File: config.mk
export PLATFORM = sky130hd
export DESIGN_NAME = rvh_pmp_chk_arb_flat
export DESIGN_NICKNAME = d
export VERILOG_FILES = /design/src/rtl/rvh_pmp_chk_arb_pkg.sv /design/src/rtl/rvh_pmp_chk_arb_if.sv /design/src/rtl/rvh_rr_arbiter.sv /design/src/rtl/rvh_pmp_chk_arb.sv /design/src/flat_wrapper.sv
export SDC_FILE = /design/constraint.sdc
export NUM_CORES = 1
export LEC_CHECK = 0
export ABC_AREA = 1
export BUFFER_PORTS_ARGS = -buffer_cell sky130_fd_sc_hd__buf_2
export CORE_UTILIZATION = 35
export DETAILED_ROUTE_END_ITERATION = 16
export PLACE_DENSITY_LB_ADDON = 0.2
export REMOVE_ABC_BUFFERS = 1
export SLEW_MARGIN = 20
export SYNTH_ARGS = -nofsm -noshare
export SYNTH_HDL_FRONTEND = slang
export SYNTH_HIERARCHICAL = 1
export SYNTH_SLANG_ARGS = --single-unit
File: constraint.sdc
create_clock -name clk -period 3.45 [get_ports clk]
set_input_delay 1.035 -clock clk [delete_from_list [all_inputs] [get_ports clk]]
set_output_delay 1.035 -clock clk [all_outputs]
set_load 0.03 [all_outputs]
File: src/rtl/rvh_pmp_chk_arb_pkg.sv
// Shared definitions for the PMP check arbiter: privilege levels, access types and
// the CSR-write sequencing states.
package rvh_pmp_chk_arb_pkg;

    localparam logic [1:0] PRIV_LVL_U = 2'b00;
    localparam logic [1:0] PRIV_LVL_S = 2'b01;
    localparam logic [1:0] PRIV_LVL_M = 2'b11;

    localparam logic [1:0] PMP_ACCESS_TYPE_R = 2'b00;
    localparam logic [1:0] PMP_ACCESS_TYPE_W = 2'b01;
    localparam logic [1:0] PMP_ACCESS_TYPE_X = 2'b10;

    typedef enum logic [1:0] {
        ST_RUN   = 2'b00,
        ST_DRAIN = 2'b01,
        ST_WRITE = 2'b10
    } pmp_chk_arb_state_e;

endpackage

File: src/rtl/rvh_pmp_chk_arb_if.sv
// Requester, PMP and CSR-write handshake bundle of the PMP check arbiter.
interface rvh_pmp_chk_arb_if #(
    parameter int REQ_COUNT   = 3,
    parameter int PADDR_WIDTH = 56
);
    logic [REQ_COUNT-1:0]             req_vld_i;
    logic [REQ_COUNT-1:0]             req_rdy_o;
    logic [REQ_COUNT*PADDR_WIDTH-1:0] req_paddr_i;
    logic [REQ_COUNT*2-1:0]           req_access_type_i;
    logic [REQ_COUNT*2-1:0]           req_priv_lvl_i;
    logic [REQ_COUNT-1:0]             resp_vld_o;
    logic                             resp_fail_o;
    logic                             pmp_chk_vld_o;
    logic [PADDR_WIDTH-1:0]           pmp_chk_paddr_o;
    logic [1:0]                       pmp_chk_access_type_o;
    logic [1:0]                       pmp_priv_lvl_o;
    logic                             pmp_chk_fail_i;
    logic                             csr_wr_req_i;
    logic                             csr_wr_gnt_o;

    modport slave (
        input  req_vld_i, req_paddr_i, req_access_type_i, req_priv_lvl_i,
               pmp_chk_fail_i, csr_wr_req_i,
        output req_rdy_o, resp_vld_o, resp_fail_o, pmp_chk_vld_o, pmp_chk_paddr_o,
               pmp_chk_access_type_o, pmp_priv_lvl_o, csr_wr_gnt_o
    );

    modport master (
        output req_vld_i, req_paddr_i, req_access_type_i, req_priv_lvl_i,
               pmp_chk_fail_i, csr_wr_req_i,
        input  req_rdy_o, resp_vld_o, resp_fail_o, pmp_chk_vld_o, pmp_chk_paddr_o,
               pmp_chk_access_type_o, pmp_priv_lvl_o, csr_wr_gnt_o
    );
endinterface

File: src/rtl/rvh_rr_arbiter.sv
// Round-robin one-hot picker: search starts at the pointer, which moves past each winner.
module rvh_rr_arbiter #(
    parameter int REQ_COUNT = 3
) (
    input  logic                 clk,
    input  logic                 rst,
    input  logic                 en,
    input  logic [REQ_COUNT-1:0] req,
    output logic [REQ_COUNT-1:0] gnt
);
    localparam int PTR_W = (REQ_COUNT > 1) ? $clog2(REQ_COUNT) : 1;

    logic [PTR_W-1:0] rr_ptr_r;
    logic [PTR_W-1:0] nxt_ptr_s;
    logic             found_s;

    // Scan requesters from the pointer with wrap-around; first active one wins
    always_comb begin
        int idx_v;
        idx_v     = 0;
        gnt       = {REQ_COUNT{1'b0}};
        nxt_ptr_s = rr_ptr_r;
        found_s   = 1'b0;
        for (int k = 0; k < REQ_COUNT; k++) begin
            idx_v = int'(rr_ptr_r) + k;
            if (idx_v >= REQ_COUNT) begin
                idx_v = idx_v - REQ_COUNT;
            end else begin
                idx_v = idx_v;
            end
            if (en && !found_s && req[idx_v[PTR_W-1:0]]) begin
                found_s                 = 1'b1;
                gnt[idx_v[PTR_W-1:0]]   = 1'b1;
                if (idx_v == REQ_COUNT - 1) begin
                    nxt_ptr_s = {PTR_W{1'b0}};
                end else begin
                    nxt_ptr_s = PTR_W'(idx_v + 1);
                end
            end else begin
                found_s = found_s;
            end
        end
    end

    // Pointer advances only on a grant
    always_ff @(posedge clk or posedge rst) begin
        if (rst) begin
            rr_ptr_r <= {PTR_W{1'b0}};
        end else if (found_s) begin
            rr_ptr_r <= nxt_ptr_s;
        end else begin
            rr_ptr_r <= rr_ptr_r;
        end
    end
endmodule

File: src/rtl/rvh_pmp_chk_arb.sv
// Shares one combinational PMP among several requesters through a 2-stage non-stalling
// pipeline, and fences CSR writes so checks granted after the write see the new PMP state.
module rvh_pmp_chk_arb
    import rvh_pmp_chk_arb_pkg::*;
#(
    parameter int REQ_COUNT   = 3,
    parameter int PADDR_WIDTH = 56
) (
    input logic               clk,
    input logic               rst,
    rvh_pmp_chk_arb_if.slave  bus
);
    pmp_chk_arb_state_e       state_r;
    logic                     csr_wr_gnt_r;
    logic                     arb_en_s;
    logic [REQ_COUNT-1:0]     gnt_s;
    logic [PADDR_WIDTH-1:0]   sel_paddr_s;
    logic [1:0]               sel_access_s;
    logic [1:0]               sel_priv_s;
    logic                     s1_vld_r;
    logic [REQ_COUNT-1:0]     s1_owner_r;
    logic [PADDR_WIDTH-1:0]   s1_paddr_r;
    logic [1:0]               s1_access_r;
    logic [1:0]               s1_priv_r;
    logic [REQ_COUNT-1:0]     resp_vld_r;
    logic                     resp_fail_r;

    // Grants only in RUN with no pending CSR write; reset masks the combinational grant
    always_comb begin
        if ((state_r == ST_RUN) && !bus.csr_wr_req_i && !rst) begin
            arb_en_s = 1'b1;
        end else begin
            arb_en_s = 1'b0;
        end
    end

    rvh_rr_arbiter #(.REQ_COUNT(REQ_COUNT)) u_rr_arbiter (
        .clk (clk),
        .rst (rst),
        .en  (arb_en_s),
        .req (bus.req_vld_i),
        .gnt (gnt_s)
    );

    // One-hot payload select of the granted requester
    always_comb begin
        sel_paddr_s  = {PADDR_WIDTH{1'b0}};
        sel_access_s = 2'b00;
        sel_priv_s   = 2'b00;
        for (int i = 0; i < REQ_COUNT; i++) begin
            sel_paddr_s  = sel_paddr_s  | ({PADDR_WIDTH{gnt_s[i]}} & bus.req_paddr_i[i*PADDR_WIDTH +: PADDR_WIDTH]);
            sel_access_s = sel_access_s | ({2{gnt_s[i]}} & bus.req_access_type_i[i*2 +: 2]);
            sel_priv_s   = sel_priv_s   | ({2{gnt_s[i]}} & bus.req_priv_lvl_i[i*2 +: 2]);
        end
    end

    // S1 presents the accepted check to the PMP; S2 captures its verdict
    always_ff @(posedge clk or posedge rst) begin
        if (rst) begin
            s1_vld_r    <= 1'b0;
            s1_owner_r  <= {REQ_COUNT{1'b0}};
            s1_paddr_r  <= {PADDR_WIDTH{1'b0}};
            s1_access_r <= 2'b00;
            s1_priv_r   <= 2'b00;
            resp_vld_r  <= {REQ_COUNT{1'b0}};
            resp_fail_r <= 1'b0;
        end else begin
            s1_vld_r    <= |gnt_s;
            s1_owner_r  <= gnt_s;
            if (|gnt_s) begin
                s1_paddr_r  <= sel_paddr_s;
                s1_access_r <= sel_access_s;
                s1_priv_r   <= sel_priv_s;
            end else begin
                s1_paddr_r  <= s1_paddr_r;
                s1_access_r <= s1_access_r;
                s1_priv_r   <= s1_priv_r;
            end
            resp_vld_r  <= s1_owner_r;
            resp_fail_r <= s1_vld_r & bus.pmp_chk_fail_i;
        end
    end

    // CSR write fence: stop granting, let S1 empty, then a single-cycle write grant
    always_ff @(posedge clk or posedge rst) begin
        if (rst) begin
            state_r      <= ST_RUN;
            csr_wr_gnt_r <= 1'b0;
        end else begin
            case (state_r)
                ST_RUN: begin
                    csr_wr_gnt_r <= 1'b0;
                    state_r      <= bus.csr_wr_req_i ? ST_DRAIN : ST_RUN;
                end
                ST_DRAIN: begin
                    if (!bus.csr_wr_req_i) begin
                        state_r      <= ST_RUN;
                        csr_wr_gnt_r <= 1'b0;
                    end else if (!s1_vld_r) begin
                        state_r      <= ST_WRITE;
                        csr_wr_gnt_r <= 1'b1;
                    end else begin
                        state_r      <= ST_DRAIN;
                        csr_wr_gnt_r <= 1'b0;
                    end
                end
                ST_WRITE: begin
                    state_r      <= ST_RUN;
                    csr_wr_gnt_r <= 1'b0;
                end
                default: begin
                    state_r      <= ST_RUN;
                    csr_wr_gnt_r <= 1'b0;
                end
            endcase
        end
    end

    assign bus.req_rdy_o             = gnt_s;
    assign bus.pmp_chk_vld_o         = s1_vld_r;
    assign bus.pmp_chk_paddr_o       = s1_paddr_r;
    assign bus.pmp_chk_access_type_o = s1_access_r;
    assign bus.pmp_priv_lvl_o        = s1_priv_r;
    assign bus.resp_vld_o            = resp_vld_r;
    assign bus.resp_fail_o           = resp_fail_r;
    assign bus.csr_wr_gnt_o          = csr_wr_gnt_r;
endmodule

File: src/flat_wrapper.sv
// flat-port wrapper written by rule: the top's interface ports become plain ports
module rvh_pmp_chk_arb_flat import rvh_pmp_chk_arb_pkg::*;
#(
    parameter int REQ_COUNT   = 3,
    parameter int PADDR_WIDTH = 56
)
  (clk, rst, bus_req_vld_i, bus_req_paddr_i, bus_req_access_type_i, bus_req_priv_lvl_i, bus_pmp_chk_fail_i, bus_csr_wr_req_i, bus_req_rdy_o, bus_resp_vld_o, bus_resp_fail_o, bus_pmp_chk_vld_o, bus_pmp_chk_paddr_o, bus_pmp_chk_access_type_o, bus_pmp_priv_lvl_o, bus_csr_wr_gnt_o);
  rvh_pmp_chk_arb_if #(.REQ_COUNT(REQ_COUNT), .PADDR_WIDTH(PADDR_WIDTH)) bus_i ();
  input logic clk;
  input logic rst;
  input wire logic [$bits(bus_i.req_vld_i)-1:0] bus_req_vld_i;
  input wire logic [$bits(bus_i.req_paddr_i)-1:0] bus_req_paddr_i;
  input wire logic [$bits(bus_i.req_access_type_i)-1:0] bus_req_access_type_i;
  input wire logic [$bits(bus_i.req_priv_lvl_i)-1:0] bus_req_priv_lvl_i;
  input wire logic [$bits(bus_i.pmp_chk_fail_i)-1:0] bus_pmp_chk_fail_i;
  input wire logic [$bits(bus_i.csr_wr_req_i)-1:0] bus_csr_wr_req_i;
  output wire logic [$bits(bus_i.req_rdy_o)-1:0] bus_req_rdy_o;
  output wire logic [$bits(bus_i.resp_vld_o)-1:0] bus_resp_vld_o;
  output wire logic [$bits(bus_i.resp_fail_o)-1:0] bus_resp_fail_o;
  output wire logic [$bits(bus_i.pmp_chk_vld_o)-1:0] bus_pmp_chk_vld_o;
  output wire logic [$bits(bus_i.pmp_chk_paddr_o)-1:0] bus_pmp_chk_paddr_o;
  output wire logic [$bits(bus_i.pmp_chk_access_type_o)-1:0] bus_pmp_chk_access_type_o;
  output wire logic [$bits(bus_i.pmp_priv_lvl_o)-1:0] bus_pmp_priv_lvl_o;
  output wire logic [$bits(bus_i.csr_wr_gnt_o)-1:0] bus_csr_wr_gnt_o;
  assign bus_i.req_vld_i = bus_req_vld_i;
  assign bus_i.req_paddr_i = bus_req_paddr_i;
  assign bus_i.req_access_type_i = bus_req_access_type_i;
  assign bus_i.req_priv_lvl_i = bus_req_priv_lvl_i;
  assign bus_i.pmp_chk_fail_i = bus_pmp_chk_fail_i;
  assign bus_i.csr_wr_req_i = bus_csr_wr_req_i;
  assign bus_req_rdy_o = bus_i.req_rdy_o;
  assign bus_resp_vld_o = bus_i.resp_vld_o;
  assign bus_resp_fail_o = bus_i.resp_fail_o;
  assign bus_pmp_chk_vld_o = bus_i.pmp_chk_vld_o;
  assign bus_pmp_chk_paddr_o = bus_i.pmp_chk_paddr_o;
  assign bus_pmp_chk_access_type_o = bus_i.pmp_chk_access_type_o;
  assign bus_pmp_priv_lvl_o = bus_i.pmp_priv_lvl_o;
  assign bus_csr_wr_gnt_o = bus_i.csr_wr_gnt_o;
  rvh_pmp_chk_arb #(.REQ_COUNT(REQ_COUNT), .PADDR_WIDTH(PADDR_WIDTH)) u_core (.clk(clk), .rst(rst), .bus(bus_i));
endmodule
==> run metrics <==
status finished, violations left; failing checks design-rule violations; minimum clock period 3.24 ns; hold endpoint u_core/bus.resp_vld_o[2]; post-synth cell types 20; die height 113 um; worst-skew pair later-pin latency 0.33 ns; HP Class register to register; Core Region 12000 um2; crit path kind input port to primary output; antenna diode count 0; Max-slew headroom 52.3%; routability cong. 0.838; fin cells 1056; Max VDD drop 0.000331 V; Post-CTS Setup Bufs 0; Die Wd 113 um; worst hold start u_core/s1_owner_r[2]; pins over their slew limit 0; sequential element share of the synthesized area 42.7%; WHS 0.346 ns; Worst Path Arrival 2.20 ns; average cell area after synthesis 6.48 um2; post-synth top area share 42.7%; total length of routed wires 12400 um; post-synthesis cell count 660; Final nets 1095; Starting Density 35.8%; # rows 40; num ports 256; Worst-Margin Slew 0.715 ns; FF-to-FF End u_core/bus.pmp_chk_paddr_o[10]; wire per inst 11.8 um; worst reg2reg setup slack 0.56 ns; grt total ovfl 0; Yosys reg bits 73; Clock transition at path regs 0.05 ns; Tcrit/Tclk final 93.9%; CTS sink count 73; Total GRT Usage 20.3%; Yosys top cell by area dfrtp_1; vias in the first global route 4329; critical path launch point type input port; Setup TNS 0 ns; antenna violations before repair 0; pre-CTS setup slack 0.0659 ns; Inst Count DP 1040; number of port buffers 255; r2r worst-path depth 15; Static Leakage 4.02 nW; area delta synth->final 39.1%; Min-Delay Path Depth 0; maxcap violations 0; Clock Skews 0.00752 ns; Final Setup Violations 0; RSZ-0062 raised after global routing false; Critical Path End Type primary output; post-cts sizing count 0; global-route wire length before repair 20200 um; post-route cell area 5950 um2; mapped cell area 4280 um2; die area 12700 um2; ANT nets after route 0; dominant cells by area after synthesis dfrtp_1 (43%), nand2_1 (28%), nand3_1 (8.0%); CP Launch Point bus_csr_wr_req_i; FF-to-FF Start u_core/u_rr_arbiter/rr_ptr_r[0]; layout cells sized above 1 32.5%; DR pass1 iterations 10; DP Area 5650 um2; initial drt markers 164; vias per cell 4.40; Detailed Place HPWL 8920 um; power per cell area 856 nW/um2; crit path max fanout 4; H-tree levels 3; vias 4643; TritonCTS clock tree built; hold-fix buffers at CTS 0; Residual DRC 2; Worst EP required 2.41 ns; Final Worst Setup Slack 0.212 ns; largest net degree at the start of global routing 63; Ys Warns 6; Clock Tree Root clkbuf_16; Highest Clock Rate 309 MHz; cts bufs inserted 9; CTS Buffer Depth 2; Hold Vio Cnt, Final 0
==> metal layers <==
layer	vias up	GRT usage, %	share of wire, %
met5	-	0	0
li1	2458	-	-
met2	149	36.8	50
met1	2028	23.5	43
met3	8	5.45	6.4
met4	0	5.33	0.80
==> per-stage QoR <==
stage | total power [mW] | utilization [%]
finish | 5.09 | 49.7
floorplan | 3.36 | -
global route | 5.51 | 49.7
detailed placement | 4.23 | 47.3
global placement | 4.19 | 47.3
CTS | 5.16 | 49.7
==> placed cells by master (no fill, tap or decap), types with 2 or more instances in the layout <==
master | Yosys | layout
clkbuf_1 | 0 | 3
ha_1 | 4 | 4
nand3_2 | 2 | 2
clkinv_2 | 0 | 2
nand3_1 | 68 | 68
dfrtp_1 | 73 | 73
o21ai_0 | 2 | 2
inv_2 | 4 | 5
nand2_1 | 322 | 321
o211ai_1 | 2 | 2
inv_1 | 73 | 72
buf_2 | 27 | 255
nor2_1 | 64 | 64
nor3_1 | 4 | 3
buf_4 | 6 | 10
clkbuf_16 | 0 | 9
nand2_2 | 3 | 4
==> final cells by class <==
type                       count  area [um2]
fill                        1268        6010
multi-input combinational    477        1990
sequential                    73        1830
timing repair buffer         266        1370
inverter                      77         289
clock buffer                  13         250
tap                          147         184
clock inverter                 3        40.0
==> kinds of logic after synthesis <==
kind of cell / Yosys count / share of synthesized area [%]
and+or+nand+nor: 466 / 44.1
DFF: 73 / 42.7
AOI/OAI and AO/OA: 7 / 1.05
adders and majority gates: 4 / 1.17
buffers and inverters: 110 / 11.0
==> Yosys cell counts <==
master,instances
o22ai_1,1
a21oi_2,1
o211ai_1,2
nor2_2,1
nand3_2,2
nor2_4,1
nand2_2,3
dfrtp_1,73
inv_2,4
nor2_1,64
buf_4,6
buf_2,27
ha_1,4
nand2_1,322
o21ai_1,1
nor3_1,4
o21ai_0,2
nand3_1,68
nor2_8,1
inv_1,73
==> power by group <==
group,leakage [nW],switching (mW),total [mW],internal (mW)
clock network,0.144,0.334,0.912,0.578
registers,0.918,0.196,1.45,1.25
logic,2.96,1.88,2.73,0.851
total,4.02,2.41,5.09,2.68
==> registers in the layout, indices dropped and copies added (netlist names), 2 cells and up <==
signal and count:
u_core/bus.pmp_chk_paddr_o 56, u_core/bus.resp_vld_o 3, u_core/s1_owner_r 3, u_core/bus.pmp_chk_access_type_o 2, u_core/bus.pmp_priv_lvl_o 2, u_core/state_r 2
u_core/u_rr_arbiter/rr_ptr_r 2
==> critical path: stages <==
cell	delay, ns
buf_2	0.11
nor3_2	0.18
buf_4	0.17
nand2_2	0.07
nor2_4	0.09
nand2_1	0.07
o22ai_1	0.12
inv_1	0.09
nand2_2	0.07
buf_2	0.20
==> worst max-delay path by stage <==
stage,endpoint,slack (ns),cells past startpoint
final,bus_req_rdy_o[0],0.21,10
after global routing,bus_req_rdy_o[2],0.06,11
after CTS,bus_req_rdy_o[0],0.12,10
after detailed placement,u_core/bus.pmp_chk_paddr_o[10],0.07,12
after global placement,u_core/bus.pmp_priv_lvl_o[1],0.16,12
after floorplan,u_core/bus.pmp_chk_access_type_o[0],-2.42,6
Power figures use the tool's default switching activity.
